==> src/rtl/riscv_mem_pkg.sv <==
// rtl/riscv_mem_pkg.sv - FSM state, grant encoding and byte-enable constants shared by the memory arbiter
package riscv_mem_pkg;

  typedef enum logic [1:0] {
    IDLE   = 2'd0,
    GNT_IF = 2'd1,
    GNT_DM = 2'd2,
    RESP   = 2'd3
  } arb_state_t;

  typedef enum logic {
    GRANT_IF = 1'b0,
    GRANT_DM = 1'b1
  } grant_t;

  // Wide enough for any supported DW; users slice the low DW/8 bits.
  localparam int BE_MAX = 128;
  localparam logic [BE_MAX-1:0] BE_WORD = '1;

endpackage

==> src/rtl/riscv_arb_pick.sv <==
// rtl/riscv_arb_pick.sv - winner select between fetch and data requests
// RISCV_MEM_ARB_RR_EN: round-robin on ties (last_grant flop); otherwise fixed DM priority.
module riscv_arb_pick
  import riscv_mem_pkg::*;
(
  input  logic clk,
  input  logic rst,
  input  logic if_req,
  input  logic dm_req,
  input  logic take,
  output logic valid,
  output logic grant
);

  assign valid = if_req | dm_req;

`ifdef RISCV_MEM_ARB_RR_EN
  grant_t last_grant;

  // Reset to DM so the first tie after reset goes to IF.
  always_ff @(posedge clk) begin
    if (rst) begin
      last_grant <= GRANT_DM;
    end else if (take && valid) begin
      last_grant <= grant_t'(grant);
    end
  end

  always_comb begin
    grant = GRANT_IF;
    if (if_req && dm_req) begin
      grant = (last_grant == GRANT_DM) ? GRANT_IF : GRANT_DM;
    end else if (dm_req) begin
      grant = GRANT_DM;
    end
  end
`else
  logic unused_rr;
  assign unused_rr = clk ^ rst ^ take;

  always_comb begin
    grant = GRANT_IF;
    if (dm_req) begin
      grant = GRANT_DM;
    end
  end
`endif

endmodule

==> src/rtl/riscv_mem_arbiter.sv <==
// rtl/riscv_mem_arbiter.sv - shares one single-port variable-latency memory between IF and DM ports
// Define RISCV_MEM_ARB_RR_EN for round-robin tie-breaking instead of fixed DM priority.
module riscv_mem_arbiter
  import riscv_mem_pkg::*;
#(
  parameter int AW = 32,
  parameter int DW = 32
) (
  input  logic            clk,
  input  logic            rst,
  input  logic            if_req,
  input  logic [AW-1:0]   if_addr,
  output logic [DW-1:0]   if_rdata,
  output logic            if_ack,
  input  logic            dm_req,
  input  logic            dm_we,
  input  logic [DW/8-1:0] dm_be,
  input  logic [AW-1:0]   dm_addr,
  input  logic [DW-1:0]   dm_wdata,
  output logic [DW-1:0]   dm_rdata,
  output logic            dm_ack,
  output logic            mem_req,
  output logic            mem_we,
  output logic [DW/8-1:0] mem_be,
  output logic [AW-1:0]   mem_addr,
  output logic [DW-1:0]   mem_wdata,
  input  logic [DW-1:0]   mem_rdata,
  input  logic            mem_ready,
  output logic            busy
);

  arb_state_t state_q, state_d;
  logic       resp_dm_q;
  logic       pick_valid;
  logic       pick_grant;
  logic       take;

  assign take = (state_q == IDLE) && pick_valid;

  riscv_arb_pick u_pick (
    .clk    (clk),
    .rst    (rst),
    .if_req (if_req),
    .dm_req (dm_req),
    .take   (take),
    .valid  (pick_valid),
    .grant  (pick_grant)
  );

  always_comb begin
    state_d = state_q;
    mem_req = 1'b0;
    busy    = 1'b0;
    if_ack  = 1'b0;
    dm_ack  = 1'b0;
    case (state_q)
      IDLE: begin
        if (pick_valid) begin
          state_d = (pick_grant == GRANT_DM) ? GNT_DM : GNT_IF;
        end
      end
      GNT_IF, GNT_DM: begin
        mem_req = 1'b1;
        busy    = 1'b1;
        if (mem_ready) begin
          state_d = RESP;
        end
      end
      RESP: begin
        busy    = 1'b1;
        if_ack  = ~resp_dm_q;
        dm_ack  = resp_dm_q;
        state_d = IDLE;
      end
      default: state_d = IDLE;
    endcase
  end

  // Memory-side fields are captured once at grant and held for the whole access.
  always_ff @(posedge clk) begin
    if (rst) begin
      state_q   <= IDLE;
      resp_dm_q <= 1'b0;
      mem_we    <= 1'b0;
      mem_be    <= '0;
      mem_addr  <= '0;
      mem_wdata <= '0;
      if_rdata  <= '0;
      dm_rdata  <= '0;
    end else begin
      state_q <= state_d;
      if (take) begin
        resp_dm_q <= (pick_grant == GRANT_DM);
        if (pick_grant == GRANT_DM) begin
          mem_we    <= dm_we;
          mem_be    <= dm_be;
          mem_addr  <= dm_addr;
          mem_wdata <= dm_wdata;
        end else begin
          mem_we    <= 1'b0;
          mem_be    <= BE_WORD[DW/8-1:0];
          mem_addr  <= if_addr;
          mem_wdata <= '0;
        end
      end
      if (mem_ready && (state_q == GNT_IF)) begin
        if_rdata <= mem_rdata;
      end
      if (mem_ready && (state_q == GNT_DM)) begin
        dm_rdata <= mem_rdata;
      end
    end
  end

endmodule

==> config.mk <==
export PLATFORM = sky130hd
export DESIGN_NAME = riscv_mem_arbiter
export DESIGN_NICKNAME = d
export VERILOG_FILES = /design/src/rtl/riscv_mem_pkg.sv /design/src/rtl/riscv_arb_pick.sv /design/src/rtl/riscv_mem_arbiter.sv
export SDC_FILE = /design/constraint.sdc
export NUM_CORES = 1
export LEC_CHECK = 0
export BUFFER_PORTS_ARGS = -buffer_cell sky130_fd_sc_hd__buf_2
export CAP_MARGIN = 30
export CORE_MARGIN = 5
export CORE_UTILIZATION = 41
export DETAILED_ROUTE_END_ITERATION = 10
export GPL_TIMING_DRIVEN = 0
export MAX_ROUTING_LAYER = met4
export PLACE_DENSITY = 0.76
export SETUP_SLACK_MARGIN = 0.3
export SLEW_MARGIN = 30
export SYNTH_ARGS = -nofsm -noshare
export SYNTH_HDL_FRONTEND = slang
export SYNTH_SLANG_ARGS = --single-unit
==> constraint.sdc <==
create_clock -name clk -period 1.2 [get_ports clk]
set_input_delay 0.06 -clock clk [delete_from_list [all_inputs] [get_ports clk]]
set_output_delay 0.06 -clock clk [all_outputs]
set_load 0.01 [all_outputs]
# Word-level counts from Yosys, hierarchy flattened
# Index checks and enable logic that the tools add are counted.
# word_totals
ff_bits	136
latchBits	0
mem_bits_rw	0
mem_bits_ro	0
input_bits	138
output_inout_bits	137
memories	0
# classes
addsub	0
mul	0
div	0
magnitude_cmp	0
n_eq_ne	5
shift	0
n_mux	13
bitwise	2
n_reduce_logical	7
# ops
operator	count
$mux 32	2
$mux 1	6
$mux 2	3
$pmux 2 s3	1
$eq 2x2->1 const B	2
$mux 4	1
$ne 2x2->1 const B	2
$logic_and 1x1->1	3
$reduce_or 3->1	1
$eq 2x1->1 const B	1
$logic_not 2->1	1
$reduce_and 2->1	1
$reduce_or 2->1	1
$not 1->1	1
$or 1x1->1	1

# Depth between registers and ports, before layout
# Gate-level depths: netlist (run 1).
# logic_depth
ltp_word	4
ltp_mapped	7
mapped_depth_nobuf	5

# Modules after synthesis
# Synthesis (run 1) repeated with hierarchy kept, for this count alone.
# unflattened
hier_cells	620
hier_area_um2	5554.1
# modules_own_cells
mod	instances	cells_each	area_each_um2
riscv_mem_arbiter	1	618	5540.3
riscv_arb_pick	1	2	13.8

# Least setup slack after synthesis (run 1)
# No wires, ideal clock.
# synth_timing
kind	flip-flop to flip-flop
start	register state_q[0]
end	register mem_addr[14]
setup_time_ps	81
arrival_ps	1284
required_ps	1119
slack_ps	-165
stages_incl_launch_ff	7
period_less_slack_ps	1365
cell_sequence	dfxtp_1 -> inv_1 -> ha_1 -> o21a_2 -> buf_4 -> buf_6 -> a211oi_2
# synth_via
elab_chain_cells	2
# synth_rtl
item	line	text
start: declaration	riscv_mem_arbiter.sv:32	arb_state_t state_q, state_d;
start signal: assignment	riscv_mem_arbiter.sv:91	state_q <= state_d;
$logic_not 2->1	riscv_mem_arbiter.sv:38	assign take = (state_q == IDLE) && pick_valid;
$logic_and 1x1->1	riscv_mem_arbiter.sv:38	
end signal: assignment	riscv_mem_arbiter.sv:97	mem_addr <= dm_addr;
end signal: assignment	riscv_mem_arbiter.sv:102	mem_addr <= if_addr;
end: declaration	riscv_mem_arbiter.sv:25	output logic [AW-1:0] mem_addr,
# No other way between the ends.
# A chain may end at the register's enable or synchronous reset.

# Final worst setup path (run 1)
# layout_timing
start	register state_q[0]
end	register mem_addr[5]
# The elaborated chain is that of the path after synthesis.

==> flow_summary.yaml, run 1 <==
outcome:
  status: "finished with violations"
  violations: "setup timing"
worst_setup_path:
  worstPathRequired_ns: 1.50
  crit_chain: "inv_4, ha_4, o21a_4, buf_12, buf_4, nor2_4, a211oi_2"
  endpoint_kind: "flop"
  crit_path_start_kind: "flop"
  cpPeakStageDelay_ns: 0.36
  arrival_ns: 1.77
  path_class: "reg2reg"
  cpMaxStageDelayCell: "dfxtp_4"
  critPathMaxFanout: 7
drt:
  wl_per_cell_um: 21.0
  drc: 0
  drtIter0Drc: 453
  ant_nets: 0
  vias: 6497
  totalWireLength_mm: 25.4
  vias_per_cell: 5.37
  dr.pass1.iters: 6
logic_synthesis:
  ys_seq_area_frac: 0.504
  yosys.area.top_type_share: 0.504
  avgSynthCellArea_um2: 8.77
  async_reset_ff_frac: 0
  synth_top_area_cell: "dfxtp_1"
  yosysWarnings: 0
  synth.area.mux_share: 0.0593
  synth_area_leaders: "dfxtp_1 (50%), nand2_1 (12%), a21oi_1 (9.2%), a211oi_2 (7.4%), mux2i_1 (5.9%)"
  synth_fp_nets: 759
  synth_compound_area_frac: 0.180
  postSynthCellCount: 616
  synth_most_common_cell: "nand2_1"
  yosys-top-cells-count: "nand2_1 (166), dfxtp_1 (136), a21oi_1 (99)"
  ys_ff_latch: 136
  synth-xor-area-share: 0
  synthFlopType: "dfxtp_1"
  synth-edff-count: 0
  syn_area_um2: 5400
  synthDistinctLibCells: 26
  synth_top_family_by_area: "simple AND/OR/NAND/NOR gates"
  synthSimpleGateAreaFrac: 0.188
  synthAdderAreaFrac: 0.0116
final_layout:
  areaGrowthSynthToFinish_pct: 84.1
  diodes: 0
  finalNetCount: 1164
  utilization: 0.760
  drive_above_1_share: 0.558
grt:
  grt_max_degree: 17
  grt_pass1_wl_mm: 32.9
  grtUsageTotal: 0.268
  antenna_found_initial: 0
  grt_pass1_vias: 6378
  overflow: 0
die:
  die_h_um: 125
  pin_count: 275
  chipWidth_um: 125
  dieArea_um2: 15600
  design.core.area_um2: 13100
  num_rows: 42
  initial_core_util: 0.413
clock_network:
  clk_latency_ns: 0.42
  cts_max_level: 4
  cts_buffer_depth: 2
  clkTransAtPathRegs_ns: 0.06
  cts_tree: "done"
  cts-root-buf: "clkbuf_16"
  cts_made_buffers: 17
  clkSinkCount: 136
flow_run:
  drv_cap: 0
sta:
  finalClockSkew_ns: 0.0126
  period_share: 1.23
  holdWs_ns: 0.0247
  maxSlewHeadroom: 0.454
  fin_crit_ns: 1.47
  slew_violations: 0
  worst_pin_slew_ns: 0.819
  setup_slack_ns: -0.270
  fmax_mhz: 680
  finalHoldViolCount: 0
  setup_viol: 136
  rsz0062_at_grt: "yes"
  tns_ns: -16.16
place:
  port_buffers: 273
  hpwl_mm: 13.0
  finalWeightedCongestion: 0.856
  dpl_worst_slack_ns: -0.263
power:
  leakagePower_nw: 4.39
  total_power_mw: 21.7
  intPower_mw: 14.0
  ir_drop_v: 0.00115
  swShare: 0.356
  clkPwrFrac: 0.252
  comb_power_share: 0.456
  p_sw_mw: 7.71
  p_per_area_nw_per_um2: 2180
  power_frac_seq: 0.292
hold_path:
  min-delay-path-class: "in2reg"
## cells by family (layout without fill, tap and decap cells)
| logic type | after synthesis | count (layout) |
|---|---|---|
| and+or+nand+nor | 248 | 248 |
| AOI/OAI and AO/OA | 141 | 142 |
| DFF | 136 | 136 |
| buffers and inverters | 54 | 471 |
| muxes | 32 | 32 |
| adders and majority gates | 5 | 5 |
## flip-flops by register name, summed over array words and instances (netlist names)
signal / count
dm_rdata: 32
if_rdata: 32
mem_addr: 32
mem_wdata: 32
mem_be: 4
state_q: 2
mem_we: 1
resp_dm_q: 1
## stage by stage
step / std cells / cell area [µm²]
global route: 1210 / 9940
global placement: 1065 / 7160
finish: 1210 / 9940
floorplan: 616 / 5580
CTS: 1187 / 9130
detailed placement: 1065 / 7160
## final timing paths
check        cells past startpoint   startpoint  slack (ns)            to
min                              3  if_addr[21]        0.02  mem_addr[21]
max                              7   state_q[0]       -0.27   mem_addr[5]
max reg2reg                      7   state_q[0]       -0.27   mem_addr[5]
min reg2reg                      2  dm_rdata[6]        0.45   dm_rdata[6]
## cells in the final DEF (no fill, tap or decap), types with 10 or more instances in the layout
cell type,netlist,final
a211oi_2,32,32
a21oi_1,99,67
a21oi_2,0,32
buf_2,18,195
buf_4,3,37
buf_6,8,101
clkbuf_1,14,15
clkbuf_16,0,22
dfxtp_1,136,58
dfxtp_2,0,74
dlygate4sd3_1,0,70
mux2i_1,32,32
nand2_1,166,144
nand2_2,0,13
nand3_1,33,33
nor2_1,37,18
nor2_4,0,10
## power by group through the flow
stage	Clock, mW	Combinational, mW	Sequential, mW
global route	5.71	10.4	6.41
floorplan	0	3.76	6.45
global placement	0	6.19	5.99
CTS	5.48	7.88	6.05
finish	5.45	9.89	6.33
detailed placement	0	6.29	6.03
## metal layers
metal	track usage	wire length, µm
met1	0.284	9080
met2	0.450	12300
met3	0.0918	2420
met4	0.126	1600
met5	-	0
## repair_timing
action,CTS,global route
hold buffers,70,0
endpoints found under the setup margin,273,273
gates resized for setup,135,152
pin swaps,5,31
hold endpoints to repair,102,0
cloned,5,5
setup buffers,15,18
## area by class of cell
type                       count  area (µm²)
timing repair buffer         385        3040
buffer                        51         477
tap                          176         220
clock inverter                10         141
fill                         787        3140
sequential                   136        2830
multi-input combinational    427        2750
inverter                       3        16.3
clock buffer                  22         474
## critical path, delay by kind of cell, from the launching register on
| family | cells | cell delay [ns] |
|---|---|---|
| AND/OR/NAND/NOR | 1 | 0.04 |
| buffers and inverters | 3 | 0.37 |
| flip-flops | 1 | 0.36 |
| adder cells (fa/ha/maj) | 1 | 0.15 |
| AO/OA/AOI/OAI | 2 | 0.43 |
Note: power is estimated with default switching activity, not from simulation.
==> inputs of run 2 (changes only) <==
Settings changed: SYNTH_HIERARCHICAL from default to 1.
==> run 2 against run 1 <==
The run still ends with setup timing left. Critical endpoint is now dm_rdata[25]. Via count shrank 2.0%. Synthesized cell count is 0.65% higher. Synthesized area is 2.8% higher. Worst hold slack got worse by 0.0057 ns. Total power fell by 1.8%. First-iteration DRC count rose by 4.2%.
==> flow_summary.yaml, run 2 <==
sta:
  holdWs_ns: 0.0190
  setup_viol: 140
  fmax_mhz: 702
  setup_slack_ns: -0.225
  fin_crit_ns: 1.43
  period_share: 1.19
  finalHoldViolCount: 0
  tns_ns: -20.46
  finalClockSkew_ns: 0.00679
  worst_pin_slew_ns: 0.726
  rsz0062_at_grt: "yes"
  maxSlewHeadroom: 0.516
  slew_violations: 0
logic_synthesis:
  synth_fp_nets: 763
  synth_most_common_cell: "nand2_1"
  yosys.area.top_type_share: 0.490
  ys_ff_latch: 136
  ys_seq_area_frac: 0.490
  postSynthCellCount: 620
  syn_area_um2: 5550
  yosysWarnings: 6
  yosys-top-cells-count: "nand2_1 (169), dfxtp_1 (136), a21oi_1 (74)"
  synth_area_leaders: "dfxtp_1 (49%), nand2_1 (11%), a21oi_1 (6.7%), mux2i_1 (5.8%), nand3_2 (5.8%)"
  avgSynthCellArea_um2: 8.96
  synthDistinctLibCells: 27
  synthFlopType: "dfxtp_1"
  synth_top_area_cell: "dfxtp_1"
  synth-edff-count: 0
  async_reset_ff_frac: 0
final_layout:
  n_fill_cell: 762
  drive_above_1_share: 0.648
  layout_common_cells: "buf_2 (165), nand2_1 (135), buf_6 (121), dfxtp_2 (104), dlygate4sd3_1 (71)"
  finalNetCount: 1171
  final_common_cell: "buf_2"
  areaGrowthSynthToFinish_pct: 90.6
grt:
  antenna_found_initial: 0
  overflow: 0
  grt_pass1_vias: 6180
  grtUsageTotal: 0.255
  grt_pass1_wl_mm: 31.7
  grt_max_degree: 17
power:
  p_per_area_nw_per_um2: 2010
  ir_drop_v: 0.00127
  leakagePower_nw: 4.50
die:
  die_h_um: 126
  initial_core_util: 0.419
  chipWidth_um: 126
  design.core.area_um2: 13200
  num_rows: 42
  dieArea_um2: 16000
  pin_count: 275
worst_setup_path:
  endpoint_kind: "flop"
  ff2ff_path_depth: 7
  worstPathRequired_ns: 1.46
  cpPeakStageDelay_ns: 0.36
  crit_path_start_kind: "flop"
  endpoint: "dm_rdata[25]"
  worstSetupStartpoint: "state_q[1]"
  path_class: "reg2reg"
  critPathMaxFanout: 8
  timing.rr.start: "state_q[1]"
  crit_chain: "buf_4, ha_2, and2_4, buf_12, buf_8, nand2_1, a21oi_2"
  cpMaxStageDelayCell: "dfxtp_4"
  reg2reg_slack_ns: -0.23
  arrival_ns: 1.69
  r2r_end: "dm_rdata[25]"
hold_path:
  min-delay-path-class: "in2reg"
place:
  port_buffers: 273
  finalWeightedCongestion: 0.845
  hpwl_mm: 13.0
clock_network:
  cts_max_level: 4
  cts_tree: "done"
  cts_buffer_depth: 2
  clkSinkCount: 136
  cts-root-buf: "clkbuf_16"
  clkTransAtPathRegs_ns: 0.06
  clk_latency_ns: 0.42
  cts_made_buffers: 17
drt:
  dr.pass1.iters: 5
  ant_nets: 0
  wl_per_cell_um: 19.5
  totalWireLength_mm: 23.8
  vias_per_cell: 5.23
  drc: 0
  drtIter0Drc: 472
  vias: 6365
flow_run:
  drv_cap: 0
outcome:
  violations: "setup timing"
  status: "finished with violations"
[run 2: changes by cell type after synthesis, sizes merged, moves of 4 or more]
cell / before / now
buf: 37 / 43
a21oi: 99 / 104
nor2: 37 / 32
clkbuf: 14 / 10
nand2: 166 / 170
nand3b: 4 / 0
[run 2: layout make-up]
type	count	area, µm²	share of cell area
clock buffer	20	457	0.0431
sequential	136	2860	0.270
buffer	53	569	0.0538
tap	176	220	0.0208
multi-input combinational	426	2930	0.277
antenna	1	2.50	0.000236
clock inverter	12	143	0.0135
inverter	5	31.3	0.00296
timing repair buffer	389	3370	0.318
[run 2: per-stage QoR]
stage / total power [mW] / setup slack, ns / util / instance area [µm²] / std cells
floorplan: 9.94 / -0.0992 / - / 5840 / 620
global placement: 11.7 / -0.212 / 0.561 / 7430 / 1069
detailed placement: 11.8 / -0.245 / 0.561 / 7430 / 1069
CTS: 19.4 / -0.164 / 0.720 / 9540 / 1189
global route: 22.2 / -0.279 / 0.799 / 10600 / 1217
finish: 21.3 / -0.225 / 0.799 / 10600 / 1218
[run 2: kinds of logic after synthesis]
| kind of cell | Yosys count | synth area share |
|---|---|---|
| adders and majority gates | 5 | 0.0113 |
| DFF | 136 | 0.490 |
| AOI/OAI and AO/OA | 142 | 0.164 |
| buffers and inverters | 58 | 0.0680 |
| muxes | 32 | 0.0577 |
| and+or+nand+nor | 247 | 0.209 |
[run 2: routing by layer]
layer,share of wire,GRT usage
met1,0.37,0.286
met2,0.52,0.434
met3,0.062,0.0496
met4,0.048,0.122
met5,0,-
[run 2: how the worst min path moves through the flow]
stage,startpoint,endpoint,slack (ns),depth (start not counted)
2_1_floorplan,mem_rdata[0],dm_rdata[0],0.20,2
3_5_place_dp,mem_rdata[18],if_rdata[18],0.32,3
6_report,dm_addr[30],mem_addr[30],0.02,3
4_1_cts,if_addr[27],mem_addr[27],0.004,3
5_1_grt,dm_addr[30],mem_addr[30],0.01,3
3_3_place_gp,mem_rdata[7],if_rdata[7],0.31,3
[run 2: power by group]
group	internal [mW]	switching [mW]	leakage, nW
sequential	5.49	0.649	1.16
clock	3.21	2.12	0.285
combinational	5.32	4.50	3.06
total	14.0	7.27	4.50
[run 2: repair_timing]
action | CTS | global route
cloned | 8 | 6
pin swaps | 12 | 9
resized for setup | 165 | 200
hold endpoints to repair | 102 | 0
setup endpoints to repair | 273 | 273
buffers inserted | 9 | 22
hold buffers | 71 | 0
[run 2: critical path, delay by kind of cell (launching register included)]
| family | cells | cell delay (ns) |
|---|---|---|
| AO/OA/AOI/OAI | 1 | 0.08 |
| adder cells (fa/ha/maj) | 1 | 0.17 |
| AND/OR/NAND/NOR | 2 | 0.24 |
| flip-flops | 1 | 0.36 |
| buffers and inverters | 3 | 0.41 |
==> inputs of run 3 (changes only) <==
Settings changed: CELL_PAD_IN_SITES_DETAIL_PLACEMENT from default to 2, CELL_PAD_IN_SITES_GLOBAL_PLACEMENT from default to 2, CORE_UTILIZATION 41 to 23, PLACE_DENSITY 0.76 to default, PLACE_DENSITY_LB_ADDON from default to 0.2.
==> run 3 against run 2 <==
The run still ends with setup timing left. Register-to-register slack hardly changed. Cell area is 5.9% higher. Worst hold slack worse by 0.016 ns. Sequential power is 0.7% higher. Clock-buffer cell count stayed put. Maximum frequency is 0.34% lower. Die area is 71% higher. Largest power group unchanged. Highest routed layer unchanged.
==> flow_summary.yaml, run 3 (synthesis gave the netlist of run 2 again) <==
outcome:
  status: "finished with violations"
  violations: "setup timing"
final_layout:
  multiInputGateArea_um2: 2950
  utilization: 0.475
  drive_above_1_share: 0.671
  areaGrowthSynthToFinish_pct: 102
  final_common_cell: "buf_6"
  seqCellArea_um2: 2890
  layout_common_cells: "buf_6 (154), nand2_1 (147), buf_2 (140), dfxtp_2 (131), dlygate4sd3_1 (71)"
  n_fill_cell: 2481
  finalNetCount: 1193
  final_area_um2: 11200
drt:
  drc: 0
  ant_nets: 0
  vias: 6152
  vias_per_cell: 4.45
  wl_per_cell_um: 20.4
  dr.pass1.iters: 4
  totalWireLength_mm: 28.2
  drtIter0Drc: 159
sta:
  rsz0062_at_grt: "yes"
  finalHoldViolCount: 0
  tns_ns: -18.88
  worst_pin_slew_ns: 0.791
  maxSlewHeadroom: 0.473
  fmax_mhz: 699
  period_share: 1.19
  finalClockSkew_ns: 0.00691
  slew_violations: 0
  fin_crit_ns: 1.43
  setup_viol: 138
  setup_slack_ns: -0.230
grt:
  antenna_found_initial: 1
  grt_pass1_vias: 6832
  grt_max_degree: 17
  grtUsageTotal: 0.187
  overflow: 0
  grt_pass1_wl_mm: 38.1
place:
  finalWeightedCongestion: 0.718
  hpwl_mm: 16.9
  dpl_cell_area_um2: 7610
  port_buffers: 273
  dpl_worst_slack_ns: -0.330
worst_setup_path:
  worstPathRequired_ns: 1.53
  cpMaxStageDelayCell: "dfxtp_4"
  path_class: "reg2reg"
  critPathMaxFanout: 10
  crit_chain: "inv_4, ha_4, nand2_4, inv_8, buf_12, buf_12, o21ai_1, a21oi_1"
  cpPeakStageDelay_ns: 0.36
  arrival_ns: 1.76
  critPathMostFrequentCell: "buf_12"
  crit_path_start_kind: "flop"
  endpoint_kind: "flop"
flow_run:
  drv_cap: 0
power:
  power_frac_seq: 0.277
  intPower_mw: 14.6
  total_power_mw: 22.3
  clkPwrFrac: 0.239
  ir_drop_v: 0.000765
  leakagePower_nw: 4.66
  p_per_area_nw_per_um2: 1990
  comb_power_share: 0.484
  swShare: 0.347
  p_sw_mw: 7.74
clock_network:
  cts_made_buffers: 17
  clkSinkCount: 136
  cts_buffer_depth: 2
  cts-root-buf: "clkbuf_16"
  cts_max_level: 4
  clk_latency_ns: 0.41
  clkTransAtPathRegs_ns: 0.07
  cts_tree: "done"
die:
  dieArea_um2: 27400
  num_rows: 56
  chipWidth_um: 165
  pin_count: 275
  initial_core_util: 0.235
  design.core.area_um2: 23600
  die_h_um: 165
hold_path:
  min-delay-path-class: "in2reg"
## run 3: cell count changes in the layout (fill, tap and decap cells not counted), sizes merged
cell / before / now
buf: 355 / 375
clkbuf: 36 / 38
clkinvlp: 3 / 2
inv: 8 / 9
## run 3: final cells by class
| class | instances | share of cell area |
|---|---|---|
| Clock inverter | 12 | 0.0126 |
| Multi-Input combinational cell | 426 | 0.263 |
| Antenna cell | 1 | 0.000223 |
| Buffer | 53 | 0.0542 |
| Inverter | 5 | 0.00279 |
| Timing Repair Buffer | 411 | 0.335 |
| Tap cell | 319 | 0.0356 |
| Sequential cell | 136 | 0.258 |
| Clock buffer | 20 | 0.0389 |
## run 3: metal layers
metal  wire length (µm)  global-route usage
met5                  0                   -
met4                225              0.0397
met3               1600              0.0549
met2              15200               0.331
met1              11200               0.209
## run 3: worst paths after layout
path	from	end	slack (ns)	cells after the start
worst max-delay path	state_q[0]	mem_be[0]	-0.23	8
worst min-delay path	if_addr[14]	mem_addr[14]	0.003	3
worst max register to register	state_q[0]	mem_be[0]	-0.23	8
worst min register to register	dm_rdata[31]	dm_rdata[31]	0.46	2
## run 3: power groups by stage
stage          clock network (mW)  logic (mW)  registers [mW]
3_3_place_gp                    0        6.28            5.82
2_1_floorplan                   0        3.75            6.19
6_report                     5.33        10.8            6.18
3_5_place_dp                    0        6.35            5.85
4_1_cts                      5.44        9.18            5.94
5_1_grt                      5.68        11.5            6.29
## run 3: per-stage QoR
step	hold slack, ns	instances
after CTS	0.00168	1348
after global routing	0.0118	1383
after global placement	0.318	1212
after floorplan	0.196	620
final	0.00267	1383
after detailed placement	0.323	1212
## run 3: worst max-delay path, delay by kind of cell (launching register included)
kind	cells	cell delay (ns)
AOI/OAI and AO/OA	2	0.25
DFF	1	0.36
buffers and inverters	4	0.50
and+or+nand+nor	1	0.07
adders and majority gates	1	0.16
## run 3: repair_timing
item | CTS | global route
endpoints found under the setup margin | 273 | 273
pin swaps | 11 | 12
hold buffers | 71 | 0
cloned | 6 | 8
endpoints found under the hold margin | 102 | 0
gates resized for setup | 234 | 201
buffers inserted | 27 | 26
